### src/rtl/rect_plotter.sv
// Rectangle rasteriser: turns one box request into a stream of one pixel per clock,
// filled or outline-only, with an erase colour override and per-pixel screen clipping.
module rect_plotter #(
  parameter int unsigned X_WIDTH         = 8,
  parameter int unsigned Y_WIDTH         = 7,
  parameter int unsigned COLOUR_WIDTH    = 6,
  parameter int unsigned X_SCREEN_PIXELS = 160,
  parameter int unsigned Y_SCREEN_PIXELS = 120,
  parameter logic [COLOUR_WIDTH-1:0] ERASE_COLOUR = '1
) (
  input  logic                    iClock,
  input  logic                    iReset,
  input  logic                    iGo,
  input  logic                    iErase,
  input  logic                    iMode,
  input  logic [X_WIDTH-1:0]      iX,
  input  logic [Y_WIDTH-1:0]      iY,
  input  logic [X_WIDTH-1:0]      iW,
  input  logic [Y_WIDTH-1:0]      iH,
  input  logic [COLOUR_WIDTH-1:0] iColour,
  output logic [X_WIDTH-1:0]      oX,
  output logic [Y_WIDTH-1:0]      oY,
  output logic [COLOUR_WIDTH-1:0] oColour,
  output logic                    oPlot,
  output logic                    oBusy,
  output logic                    oDone
);

  typedef enum logic [1:0] {StIdle, StDraw, StDone} state_e;

  localparam logic [X_WIDTH:0] XLimit = X_SCREEN_PIXELS[X_WIDTH:0];
  localparam logic [Y_WIDTH:0] YLimit = Y_SCREEN_PIXELS[Y_WIDTH:0];

  state_e                  state_q, state_d;
  logic [X_WIDTH-1:0]      x0_q, x0_d, w_q, w_d, cx_q, cx_d;
  logic [Y_WIDTH-1:0]      y0_q, y0_d, h_q, h_d, cy_q, cy_d;
  logic                    mode_q, mode_d;
  logic [COLOUR_WIDTH-1:0] col_q, col_d;
  logic [X_WIDTH-1:0]      ox_q, ox_d;
  logic [Y_WIDTH-1:0]      oy_q, oy_d;
  logic [COLOUR_WIDTH-1:0] ocol_q, ocol_d;
  logic                    plot_q, plot_d, busy_q, busy_d, done_q, done_d;

  logic [X_WIDTH-1:0] w_last, cx_nxt;
  logic [Y_WIDTH-1:0] h_last, cy_nxt;
  logic               row_edge, box_last;
  logic [X_WIDTH:0]   pix_x;
  logic [Y_WIDTH:0]   pix_y;

  // Counters always hold the pixel currently on the outputs; cx_nxt/cy_nxt is the next one.
  assign w_last   = w_q - X_WIDTH'(1);
  assign h_last   = h_q - Y_WIDTH'(1);
  assign row_edge = (cy_q == '0) || (cy_q == h_last);
  assign box_last = (cx_q == w_last) && (cy_q == h_last);

  always_comb begin
    cx_nxt = cx_q + X_WIDTH'(1);
    cy_nxt = cy_q;
    if (cx_q == w_last) begin
      cx_nxt = '0;
      cy_nxt = cy_q + Y_WIDTH'(1);
    end else if (mode_q && !row_edge && (cx_q == '0)) begin
      cx_nxt = w_last;
    end
  end

  // One bit wider than the ports so positions past the screen edge clip instead of wrapping.
  assign pix_x = {1'b0, x0_q} + {1'b0, cx_nxt};
  assign pix_y = {1'b0, y0_q} + {1'b0, cy_nxt};

  always_comb begin
    state_d = state_q;
    x0_d    = x0_q;
    y0_d    = y0_q;
    w_d     = w_q;
    h_d     = h_q;
    cx_d    = cx_q;
    cy_d    = cy_q;
    mode_d  = mode_q;
    col_d   = col_q;
    ox_d    = ox_q;
    oy_d    = oy_q;
    ocol_d  = ocol_q;
    plot_d  = 1'b0;
    busy_d  = busy_q;
    done_d  = 1'b0;
    unique case (state_q)
      StIdle: begin
        if (iGo) begin
          x0_d   = iX;
          y0_d   = iY;
          w_d    = iW;
          h_d    = iH;
          mode_d = iMode;
          col_d  = iErase ? ERASE_COLOUR : iColour;
          cx_d   = '0;
          cy_d   = '0;
          busy_d = 1'b1;
          if ((iW == '0) || (iH == '0)) begin
            state_d = StDone;
            done_d  = 1'b1;
          end else begin
            state_d = StDraw;
            ox_d    = iX;
            oy_d    = iY;
            ocol_d  = iErase ? ERASE_COLOUR : iColour;
            plot_d  = ({1'b0, iX} < XLimit) && ({1'b0, iY} < YLimit);
          end
        end
      end
      StDraw: begin
        if (box_last) begin
          state_d = StDone;
          done_d  = 1'b1;
        end else begin
          cx_d   = cx_nxt;
          cy_d   = cy_nxt;
          ox_d   = pix_x[X_WIDTH-1:0];
          oy_d   = pix_y[Y_WIDTH-1:0];
          plot_d = (pix_x < XLimit) && (pix_y < YLimit);
        end
      end
      StDone: begin
        state_d = StIdle;
        busy_d  = 1'b0;
      end
      default: begin
        state_d = StIdle;
        busy_d  = 1'b0;
      end
    endcase
  end

  always_ff @(posedge iClock) begin
    if (iReset) begin
      state_q <= StIdle;
      x0_q    <= '0;
      y0_q    <= '0;
      w_q     <= '0;
      h_q     <= '0;
      cx_q    <= '0;
      cy_q    <= '0;
      mode_q  <= 1'b0;
      col_q   <= '0;
      ox_q    <= '0;
      oy_q    <= '0;
      ocol_q  <= '0;
      plot_q  <= 1'b0;
      busy_q  <= 1'b0;
      done_q  <= 1'b0;
    end else begin
      state_q <= state_d;
      x0_q    <= x0_d;
      y0_q    <= y0_d;
      w_q     <= w_d;
      h_q     <= h_d;
      cx_q    <= cx_d;
      cy_q    <= cy_d;
      mode_q  <= mode_d;
      col_q   <= col_d;
      ox_q    <= ox_d;
      oy_q    <= oy_d;
      ocol_q  <= ocol_d;
      plot_q  <= plot_d;
      busy_q  <= busy_d;
      done_q  <= done_d;
    end
  end

  assign oX      = ox_q;
  assign oY      = oy_q;
  assign oColour = ocol_q;
  assign oPlot   = plot_q;
  assign oBusy   = busy_q;
  assign oDone   = done_q;

endmodule
### config.mk
export PLATFORM = sky130hd
export DESIGN_NAME = rect_plotter
export DESIGN_NICKNAME = d
export VERILOG_FILES = /design/src/rtl/rect_plotter.sv
export SDC_FILE = /design/constraint.sdc
export NUM_CORES = 1
export LEC_CHECK = 0
export BUFFER_PORTS_ARGS = -buffer_cell sky130_fd_sc_hd__buf_2
export CORE_ASPECT_RATIO = 1.75
export CORE_UTILIZATION = 58
export CTS_CLUSTER_DIAMETER = 40
export DETAILED_ROUTE_END_ITERATION = 7
export GPL_TIMING_DRIVEN = 0
export PLACE_DENSITY = 0.81
export SLEW_MARGIN = 20
export SYNTH_ARGS = -nofsm -noshare
export SYNTH_HDL_FRONTEND = slang
export SYNTH_SLANG_ARGS = --single-unit
### constraint.sdc
create_clock -name iClock -period 5.6 [get_ports iClock]
set_clock_uncertainty 0.1 [all_clocks]
set_input_delay 0.56 -clock iClock [delete_from_list [all_inputs] [get_ports iClock]]
set_output_delay 0.56 -clock iClock [all_outputs]
set_load 0.01 [all_outputs]
==> impl_metrics.env <==
export IMPL_regToRegStartpoint="w_q[0]"
export IMPL_hp_class="input pin to flip-flop"
export IMPL_cts_buffers=9
export IMPL_finish_utilization=0.698
export IMPL_syn2layout_area_growth_pct=16.2
export IMPL_cts_tree="yes"
export IMPL_grt_overflow=0
export IMPL_syn_cell_area_um2=4540
export IMPL_reg2regPathDepth=19
export IMPL_insertion_delay_ps=340
export IMPL_layout_commonest_cell="nand2_1"
export IMPL_finalCritPeriodShare=0.860
export IMPL_row_count=42
export IMPL_hold_depth=3
export IMPL_synth_ff_type="dfxtp_1"
export IMPL_grt_pass1_vias=4495
export IMPL_fillCellCount=648
export IMPL_via_per_inst=6.32
export IMPL_path_class="flip-flop to flip-flop"
export IMPL_p_per_area_nw_per_um2=278
export IMPL_arrival_ps=4950
export IMPL_slowest_stage="nor2_1"
export IMPL_crit_family="simple AND/OR/NAND/NOR gates"
export IMPL_h_tree_depth=3
export IMPL_coreArea_um2=7570
export IMPL_violations="DRC"
export IMPL_post_cts_setup_buffers=0
export IMPL_synth_compound_gate_area_share=0.220
export IMPL_die_area_um2=8210
export IMPL_fin_nets=701
export IMPL_drv_cap=0
export IMPL_period_minus_slack_ps=4820
export IMPL_place_port_buffers=64
export IMPL_hold_buffers=0
export IMPL_r2r_end="oPlot"
export IMPL_drc=1
export IMPL_synthAdderAreaFrac=0.0666
export IMPL_grt_pass1_wl_um=20900
export IMPL_crit_path_start_kind="flip-flop"
export IMPL_hold_start="iW[3]"
export IMPL_end_kind="flip-flop"
export IMPL_cts_sinks=72
export IMPL_setup_viol=0
export IMPL_io_pins=65
export IMPL_wl_per_cell_um=18.4
export IMPL_syn_avg_cell_area_um2=8.09
export IMPL_rsz0062_at_grt="no"
export IMPL_n_antenna_cell=0
export IMPL_yosys_warnings=0
export IMPL_finalSetupTns_ps=0
export IMPL_clock_path_buffers=2
export IMPL_power_leakage_uw=0.00212
export IMPL_path_max_fanout=10
export IMPL_gp_congestion=0.944
export IMPL_die_width_um=68.9
export IMPL_synth_nets=626
export IMPL_max_freq_ghz=0.208
export IMPL_num_vias=4610
export IMPL_clk_pin_slew_ps=60
export IMPL_drtIter0Drc=395
export IMPL_syn_inst=562
export IMPL_dp_hpwl_um=10200
export IMPL_slew_headroom=0.279
export IMPL_worstHoldEndpoint="w_q[3]"
export IMPL_synth_mux_area_frac=0.0198
export IMPL_layout_common_cells="nand2_1 (85), dfxtp_1 (72), buf_2 (68)"
export IMPL_rrSetupSlack_ps=780
export IMPL_synthArstFlopShare=0
export IMPL_drive_gt1_frac=0.165
export IMPL_slowest_delay_ps=450
export IMPL_die_h_um=119
export IMPL_ctsResizeCount=0
export IMPL_grt_max_degree=13
export IMPL_required_ps=5730
export IMPL_whs_ps=366
export IMPL_antenna_found_initial=0
export IMPL_critPathBufInv=3
export IMPL_start_util=0.601
export IMPL_crit_chain="inv_1 > ha_1 > nor3b_2 > nand2_1 > xnor2_1 > a211o_1 > nor2_1 > buf_2 > xnor2_1 > ha_1 > inv_1 > fa_1 > nor2b_1 > o31a_1 > o211ai_1 > nand3_1 > a21o_1 > o21ai_0 > o41ai_1"
export IMPL_final_cells=730
export IMPL_synth_seq_cells=72
export IMPL_ant_nets=0
export IMPL_hold_violations=0
export IMPL_drt_first_pass_iters=7
export IMPL_synth_top_family_by_area="simple AND/OR/NAND/NOR gates"
export IMPL_cts_root_buf="clkbuf_16"
export IMPL_synthSimpleGateAreaFrac=0.250
export IMPL_ys_types=68
export IMPL_yosysSeqAreaShare=0.317
export IMPL_worstMarginPinSlew_ps=1080
export IMPL_finalWirelength_um=13500
export IMPL_grtUsageTotal=0.346
export IMPL_synth_edff_count=0
export IMPL_synthXorXnorAreaFrac=0.0774
export IMPL_status="complete, but fails checks"
export IMPL_dp_cells=714
export IMPL_report_final_slew_viol_count=0
export IMPL_vdd_drop_max_mv=0.188
worst max-delay path by stage:
stage / cells past startpoint / from / slack (ps) / to
3_5_place_dp: 19 / w_q[0] / 880 / oPlot
2_1_floorplan: 19 / w_q[0] / 1710 / oPlot
5_1_grt: 19 / w_q[0] / 430 / oPlot
6_report: 19 / w_q[0] / 780 / oPlot
3_3_place_gp: 19 / w_q[0] / 920 / oPlot
4_1_cts: 19 / w_q[0] / 820 / oPlot
cell type report:
type / instances / area (µm²) / share of cell area
inverter: 22 / 82.6 / 0.0156
multi-input combinational: 436 / 2880 / 0.545
timing repair buffer: 64 / 320 / 0.0606
clock buffer: 11 / 253 / 0.0478
clock inverter: 5 / 55.1 / 0.0104
buffer: 32 / 140 / 0.0265
sequential: 72 / 1440 / 0.273
tap: 88 / 110 / 0.0208
routing by layer:
metal | vias to the layer above | track usage | part of all wire | wire, µm
li1 | 2178 | - | - | -
met1 | 2136 | 0.372 | 0.37 | 4920
met2 | 227 | 0.575 | 0.50 | 6790
met3 | 69 | 0.0603 | 0.061 | 820
met4 | 0 | 0.250 | 0.068 | 921
met5 | - | 0 | 0 | 0
logic make-up after synthesis:
| family | after synthesis |
|---|---|
| flip-flops | 72 |
| adder cells (fa/ha/maj) | 23 |
| AND/OR/NAND/NOR | 223 |
| AO/OA/AOI/OAI | 144 |
| buffers and inverters | 54 |
| XOR/XNOR | 37 |
| multiplexers | 9 |
flip-flops by register name, indices dropped and copies added (netlist names):
name and flops:
cx_q 8, mode_q 1, oPlot 1, w_q 8, oX 8, h_q 7
oBusy 1, y0_q 7, oColour 6, oY 7, cy_q 7, oDone 1
x0_q 8, state_q 2
worst register-to-register path, cell delays in order (launching register included):
cell and delay (ps):
dfxtp_1 370, inv_1 110, ha_1 180, nor3b_2 410
nand2_1 190, xnor2_1 210, a211o_1 400, nor2_1 460
buf_2 350, xnor2_1 160, ha_1 220, inv_1 70
fa_1 370, nor2b_1 240, o31a_1 180, o211ai_1 130
nand3_1 100, a21o_1 80, o21ai_0 70, o41ai_1 320
report_power, final:
group          switching [µW]  internal (µW)  total (µW)
combinational             186            117         303
sequential               26.6            547         574
clock                     224            367         591
total                     436           1030        1470
Yosys cell counts (all sizes together) (3+ instances only):
cell type | count | area (µm²)
nand2 | 87 | 337
dfxtp | 72 | 1440
a21oi | 54 | 282
nor2 | 37 | 141
xnor2 | 31 | 272
clkbuf | 25 | 93.8
nor3 | 23 | 138
inv | 22 | 82.6
ha | 21 | 263
nor4 | 18 | 119
a211oi | 17 | 145
o21ai | 16 | 80.1
nand3 | 11 | 67.6
nand4 | 10 | 68.8
mux2i | 9 | 90.1
nor2b | 9 | 56.3
a21o | 7 | 52.6
a31oi | 7 | 50.1
buf | 7 | 46.3
o211ai | 5 | 37.5
o32ai | 5 | 43.8
and3 | 4 | 25.0
nand2b | 4 | 25.0
o21a | 4 | 30.0
or4 | 4 | 33.8
xor2 | 4 | 35.0
a311oi | 3 | 26.3
a32oi | 3 | 26.3
nand3b | 3 | 22.5
o31a | 3 | 26.3
o41ai | 3 | 33.8
per-stage QoR:
step | setup slack [ps] | instance area [µm²] | power, µW
floorplan | 1710 | 4540 | 782
global placement | 918 | 4970 | 871
detailed placement | 884 | 4970 | 880
CTS | 824 | 5280 | 1460
global route | 432 | 5280 | 1520
finish | 784 | 5280 | 1470
Power figures use the tool's default switching activity.
